==> src/rtl/clock_step_pkg.sv <==
// Shared types and defaults for the clock step control stage.
package clock_step_pkg;

    typedef enum logic [1:0] {
        IDLE    = 2'd0,
        PULSE   = 2'd1,
        RELEASE = 2'd2
    } step_state_t;

    localparam logic SEL_FREE = 1'b0;
    localparam logic SEL_STEP = 1'b1;

    localparam int DEFAULT_DEBOUNCE_CYCLES  = 16;
    localparam int DEFAULT_STEP_HIGH_CYCLES = 4;
    localparam int DEFAULT_CNT_W            = 8;

endpackage

==> src/rtl/sync_debounce.sv <==
// Two-flop synchronizer followed by a stability counter; the debounced level
// follows the synchronized input only after DEBOUNCE_CYCLES differing cycles.
module sync_debounce
    import clock_step_pkg::*;
#(
    parameter int DEBOUNCE_CYCLES = DEFAULT_DEBOUNCE_CYCLES
) (
    input  logic clk,
    input  logic rst,
    input  logic raw,
    output logic debounced
);

    localparam int CW = $clog2(DEBOUNCE_CYCLES);
    localparam logic [CW-1:0] CNT_LAST = CW'(DEBOUNCE_CYCLES - 1);

    logic [1:0]    sync_q;
    logic [CW-1:0] cnt_q;

    // NOTE: all state here is sequential, so only non-blocking assignments are
    // used; blocking ones would let the second sync flop see this cycle's raw.
    always_ff @(posedge clk) begin
        if (rst) begin
            sync_q    <= 2'b00;
            cnt_q     <= '0;
            debounced <= 1'b0;
        end else begin
            sync_q <= {sync_q[0], raw};
            if (sync_q[1] == debounced) begin
                cnt_q <= '0;
            end else if (cnt_q == CNT_LAST) begin
                debounced <= sync_q[1];
                cnt_q     <= '0;
            end else begin
                cnt_q <= cnt_q + 1'b1;
            end
        end
    end

endmodule

==> src/rtl/clock_step_ctrl.sv <==
// Front-panel run/step control feeding clockswitch: debounced mode and step
// inputs, registered sel and a flop-driven step clock. Optional STEP_COUNT_EN.
module clock_step_ctrl
    import clock_step_pkg::*;
#(
    parameter int DEBOUNCE_CYCLES  = DEFAULT_DEBOUNCE_CYCLES,
    parameter int STEP_HIGH_CYCLES = DEFAULT_STEP_HIGH_CYCLES,
    parameter int CNT_W            = DEFAULT_CNT_W
) (
    input  logic clk,
    input  logic rst,
    input  logic mode_sw_raw,
    input  logic step_btn_raw,
    input  logic halt,
    output logic sel,
    output logic step_clk,
    output logic manual_mode
`ifdef STEP_COUNT_EN
    , output logic [CNT_W-1:0] step_count
`endif
);

    localparam int PW = (STEP_HIGH_CYCLES > 1) ? $clog2(STEP_HIGH_CYCLES) : 1;
    localparam logic [PW-1:0] PULSE_LAST = PW'(STEP_HIGH_CYCLES - 1);

    if (DEBOUNCE_CYCLES < 2 || STEP_HIGH_CYCLES < 1 || CNT_W < 1) begin : g_bad_params
        $error("clock_step_ctrl: illegal parameter value");
    end

    step_state_t   state_q;
    logic [PW-1:0] pulse_cnt_q;
    logic          btn_db;
    logic          btn_prev_q;
    logic          press;

    sync_debounce #(.DEBOUNCE_CYCLES(DEBOUNCE_CYCLES)) u_mode_db (
        .clk       (clk),
        .rst       (rst),
        .raw       (mode_sw_raw),
        .debounced (manual_mode)
    );

    sync_debounce #(.DEBOUNCE_CYCLES(DEBOUNCE_CYCLES)) u_step_db (
        .clk       (clk),
        .rst       (rst),
        .raw       (step_btn_raw),
        .debounced (btn_db)
    );

    assign press = btn_db & ~btn_prev_q;

    // NOTE: memories aside, every control flop here is reset, because a stale
    // step_clk or sel after reset would glitch the clock mux downstream.
    always_ff @(posedge clk) begin
        if (rst) begin
            state_q     <= IDLE;
            pulse_cnt_q <= '0;
            step_clk    <= 1'b0;
            sel         <= SEL_FREE;
            btn_prev_q  <= 1'b0;
`ifdef STEP_COUNT_EN
            step_count  <= '0;
`endif
        end else begin
            btn_prev_q <= btn_db;

            // Leaving step mode waits for step_clk low so clk1 is never cut mid-pulse.
            if (manual_mode | halt) begin
                sel <= SEL_STEP;
            end else if (!step_clk) begin
                sel <= SEL_FREE;
            end

            case (state_q)
                IDLE: begin
                    if (press && sel == SEL_STEP && !halt) begin
                        state_q     <= PULSE;
                        step_clk    <= 1'b1;
                        pulse_cnt_q <= '0;
`ifdef STEP_COUNT_EN
                        step_count  <= step_count + 1'b1;
`endif
                    end
                end
                PULSE: begin
                    if (pulse_cnt_q == PULSE_LAST) begin
                        state_q  <= RELEASE;
                        step_clk <= 1'b0;
                    end else begin
                        pulse_cnt_q <= pulse_cnt_q + 1'b1;
                    end
                end
                RELEASE: begin
                    if (!btn_db) begin
                        state_q <= IDLE;
                    end
                end
                default: begin
                    state_q  <= IDLE;
                    step_clk <= 1'b0;
                end
            endcase
        end
    end

endmodule

==> config.mk <==
export PLATFORM = sky130hd
export DESIGN_NAME = clock_step_ctrl
export DESIGN_NICKNAME = d
export VERILOG_FILES = /design/src/rtl/clock_step_pkg.sv /design/src/rtl/sync_debounce.sv /design/src/rtl/clock_step_ctrl.sv
export SDC_FILE = /design/constraint.sdc
export NUM_CORES = 1
export LEC_CHECK = 0
export CAP_MARGIN = 10
export CELL_PAD_IN_SITES_DETAIL_PLACEMENT = 1
export CELL_PAD_IN_SITES_GLOBAL_PLACEMENT = 1
export CORE_AREA = 10 10 59 61
export DETAILED_ROUTE_END_ITERATION = 6
export DIE_AREA = 0 0 69 71
export GPL_TIMING_DRIVEN = 1
export HOLD_SLACK_MARGIN = 0.03
export PLACE_DENSITY = 0.61
export RECOVER_POWER = 50
export SKIP_CTS_REPAIR_TIMING = 1
export SLEW_MARGIN = 40
export SYNTH_ARGS = -nofsm -noshare
export SYNTH_HDL_FRONTEND = slang
export SYNTH_SLANG_ARGS = --single-unit
==> constraint.sdc <==
create_clock -name clk -period 1.95 [get_ports clk]
set_input_delay 0.4875 -clock clk [delete_from_list [all_inputs] [get_ports clk]]
set_output_delay 0.4875 -clock clk [all_outputs]
set_load 0.02 [all_outputs]
# After elaboration in Yosys (flattened, before gate mapping)
# Index checks and enable logic that the tools add are counted.
# Widths: inputs -> output; s select.
[totals]
register_bits = 21
input_bits = 5
out_inout_bits = 3
elab_cells = 56
[classes]
n_addsub = 3
mux = 12
n_bitwise = 6
eq_ne = 12
reduce_logical = 12
[ops]
columns = ["op", "n"]
rows = [
  ["$mux 2", 5],
  ["$reduce_and 3->1", 3],
  ["$add 4x1->4 const B", 2],
  ["$eq 4x4->1 const B", 2],
  ["$ne 2x2->1 const B", 4],
  ["$pmux 2 s3", 1],
  ["$reduce_or 3->1", 2],
  ["$eq 2x2->1 const B", 2],
  ["$mux 1", 4],
  ["$not 1->1", 4],
  ["$pmux 2 s2", 1],
  ["$reduce_and 2->1", 2],
  ["$pmux 1 s3", 1],
  ["$add 2x1->2 const B", 1],
  ["$eq 1x1->1", 2],
  ["$eq 2x1->1 const B", 1],
  ["$logic_and 1x1->1", 2],
  ["$logic_not 2->1", 1],
  ["$ne 2x1->1 const B", 1],
  ["$reduce_bool 2->1", 1],
  ["$and 1x1->1", 1],
  ["$logic_not 1->1", 1],
  ["$or 1x1->1", 1],
]

# Depth between registers and ports, before layout
[depth]
depth_word = 6
ltp_mapped = 4
mapped_depth_nobuf = 4

# By module
# A second synthesis with hierarchy kept.
[hier_totals]
cells_unflattened = 75
hier_area_um2 = 788.3
[modules_own_cells]
columns = ["module", "n_inst", "area_per_inst_um2", "cells_each", "seq_area_each_um2"]
rows = [
  ["sync_debounce", 2, 247.7, 23, 140.1],
  ["clock_step_ctrl", 1, 292.8, 29, 140.1],
]

# Worst setup path after synthesis
# No wires, ideal clock.
[synth_path]
path_type = "register to register"
start = "register u_step_db.cnt_q[0]"
end = "register u_step_db.cnt_q[2]"
path_slack_ns = 0.731
path_stages_with_launch = 5
required_time_ns = 1.886
setup_ns = 0.064
n_path_buf = 0
arrival_ns = 1.155
period_less_slack_ns = 1.219
cell_sequence = "dfxtp_1 ha_1 and3_4 or3_4 nor2_1"
[synth_via]
elab_chain_len = 2
word_cells_on_any_way = 3
[synth_lines]
columns = ["item", "line", "source"]
rows = [
  ["start, declared", "sync_debounce.sv:18", "logic [CW-1:0] cnt_q;"],
  ["start signal, assigned", "sync_debounce.sv:35", "cnt_q <= cnt_q + 1'b1;"],
  ["parallel branches: the longest is 2 deep, another holds $add 4x1->4", "n/a", ""],
]
# Several ways; the timed one is not identified.
# A chain may end at the register's enable or synchronous reset.

# Final worst setup path
[layout_path]
start = "register u_mode_db.debounced"
end = "output manual_mode"
[layout_rtl]
columns = ["item", "line", "source"]
rows = [
  ["start, declared", "sync_debounce.sv:11", "output logic debounced"],
  ["start signal, assigned", "sync_debounce.sv:32", "debounced <= sync_q[1];"],
  ["end, declared", "clock_step_ctrl.sv:17", "output logic manual_mode"],
]
# No word-level cell between the ends.

==> reports/metrics.yaml <==
yosys-top-cells-count: "dfxtp_1, nor2_1, nor2b_1"
cts_sinks: 21
clock_power_share: 0.304
grt_start_max_net_pins: 12
yosysSeqAreaShare: 0.5250
yosysTopAreaCell: "dfxtp_1"
synthCells: 76
avgSynthCellArea_sq_um: 10.54
wirelength_mm: 1.314
cpLargestDelayFamily: "buffers and inverters"
fin_hold_ws_ns: 0.4494
cp-startpoint: "u_mode_db.debounced"
grt.busiest_layer: "met2"
die-area_sq_um: 4899
antenna_found_initial: 0
p_int_uw: 529.6
ys_ff_latch: 21
p_seq_frac: 0.656
slowest_delay_ns: 0.63
reg2reg_slack_ns: 0.62
area_delta_synth_final_pct: 15.31
grt_use_met3: 0.03208
cts_tree: "yes"
drtPass1Iterations: 3
global_route.usage.met2: 0.08943
finalNetCount: 96
placed_area_sq_um: 912.1
root_buffer: "clkbuf_4"
period_share: 0.9352
p_leak_nw: 0.3407
peakVddDrop_mv: 0.4067
grt_overflow: 0
drive_gt1_frac: 0.09195
setup_slack_ns: 0.1265
start_util: 0.3354
power_per_cell_area_nw_per_um2: 724.1
synth_adder_area_share: 0.04688
cts_made_buffers: 3
synth_top_area_share: 0.5250
grt_use_met1: 0.06505
min_path_cells: 1
vias: 531
synth-compound-area-share: 0.06250
period_minus_slack_ns: 1.824
max_cap_viol_count: 0
cp_cell_sequence: "clkdlybuf4s50_1"
finalHoldViolCount: 0
cp-start-kind: "flop"
setup_violations: 0
async_flop_share: 0
fin_total_pwr_uw: 668.6
synth_edf_count: 0
reg2reg_depth: 4
viasPerCell: 4.538
regToRegEndpoint: "u_step_db.cnt_q[3]"
gp_congestion: 0.7020
tns_ns: 0
grt_pass1_wl_mm: 2.387
drc: 0
path_buf_inv: 1
clkLatencyLatePin_ns: 0.30
clockBufferDepth: 2
endpoint_kind: "output port"
rr_startpoint: "u_step_db.cnt_q[0]"
rsz0062_at_grt: "false"
drtIter0Drc: 10
synth.top_cells.by_area: "dfxtp_1, nor2_1, ha_1"
io_pins: 8
dieWidth_um: 69
path_clk_slew_ns: 0.11
synthSimpleGateAreaFrac: 0.2563
syn-cell-area_sq_um: 800.8
grt_pass1_vias: 545
port_buffers: 7
muxShareOfSynthArea: 0.02500
sw_frac_of_total: 0.2079
nFillCells: 294
slew_headroom: 0.7666
status: "finished clean"
switching_power_uw: 139.0
fp.coreArea_sq_um: 2387
final_core_util: 0.3868
drtAntennaViolNets: 0
wl_per_cell_um: 11.23
synth_ff_type: "dfxtp_1"
crit_type: "reg -> out"
combPwrFrac: 0.041
synth_cell_type_count: 23
arrival_ns: 1.34
worstHoldEndpoint: "u_mode_db.sync_q[1]"
synth_top_family_by_area: "simple AND/OR/NAND/NOR gates"
final_area_sq_um: 923.4
final_cells: 117
clock.fmax_mhz: 548.4
synth_xor_area_frac: 0.06562
dpl.hpwl_mm: 1.037
drv_slew: 0
hold_start: "u_mode_db.sync_q[0]"
hp-class: "reg -> reg"
fp-row-count: 18
yosysMostFrequentCell: "dfxtp_1"
finalClockSkew_ns: 0.004196
grt_usage: 0.05762
pre_cts_slack_ns: 0.1783
crit_required_ns: 1.46
syn_nets: 84
tightest_slew_ns: 0.3489
dieHeight_um: 71
post-place-cells: 113
slowest_stage: "clkdlybuf4s50_1"
crit_fanout: 4
antenna_cells: 0
synth_warnings: 0
htree_levels: 1
-- cell usage in the layout (no fill, tap or decap), drive strengths merged, types with 3 or more instances in the layout --
master,n
dfxtp,21
nand2,3
ha,3
xnor2,4
inv,3
nor2,12
clkdlybuf4s50,5
clkbuf,5
nor3b,3
nor2b,6
-- state kept, by name, indices dropped and copies added, names as in the netlist --
signal / flops
btn_prev_q: 1
pulse_cnt_q: 2
sel: 1
state_q: 2
step_clk: 1
u_mode_db.cnt_q: 4
u_mode_db.debounced: 1
u_mode_db.sync_q: 2
u_step_db.cnt_q: 4
u_step_db.debounced: 1
u_step_db.sync_q: 2
-- area by class of cell --
cell class	count	area, sq um	share of cell area
multi-input combinational	51	354.1	0.3835
timing repair buffer	8	73.82	0.07995
tap	30	37.54	0.04065
inverter	3	11.26	0.01220
sequential	21	420.4	0.4553
clock buffer	4	26.28	0.02846
-- power by group through the flow --
stage	Combinational [mW]	Clock (mW)	Sequential [mW]
finish	0.0272	0.203	0.438
floorplan	0.0127	0	0.449
global placement	0.0298	0	0.448
CTS	0.0304	0.218	0.439
global route	0.0307	0.238	0.440
detailed placement	0.0304	0	0.448
-- routing by layer --
| layer | wire length [um] | up-vias |
|---|---|---|
| met5 | 0 | - |
| met4 | 13 | 0 |
| met3 | 63 | 2 |
| met2 | 610 | 6 |
| met1 | 626 | 246 |
| li1 | - | 277 |
-- worst max path at each step --
stage               cells after the start  slack [ns]            endpoint
finish                                  1        0.13         manual_mode
global route                            1        0.03         manual_mode
CTS                                     1        0.10         manual_mode
detailed placement                      3        0.18  u_step_db.cnt_q[3]
global placement                        3        0.22  u_mode_db.cnt_q[3]
floorplan                               4        0.73  u_step_db.cnt_q[2]
-- cells by family (layout without fill, tap and decap cells) --
family,Yosys count,count (layout)
compound gates,7,7
buf+inv,4,15
xor+xnor,6,6
fa+ha+maj,3,3
simple gates,33,33
flops,21,21
mux,2,2
Note: power is estimated with default switching activity, not from simulation.
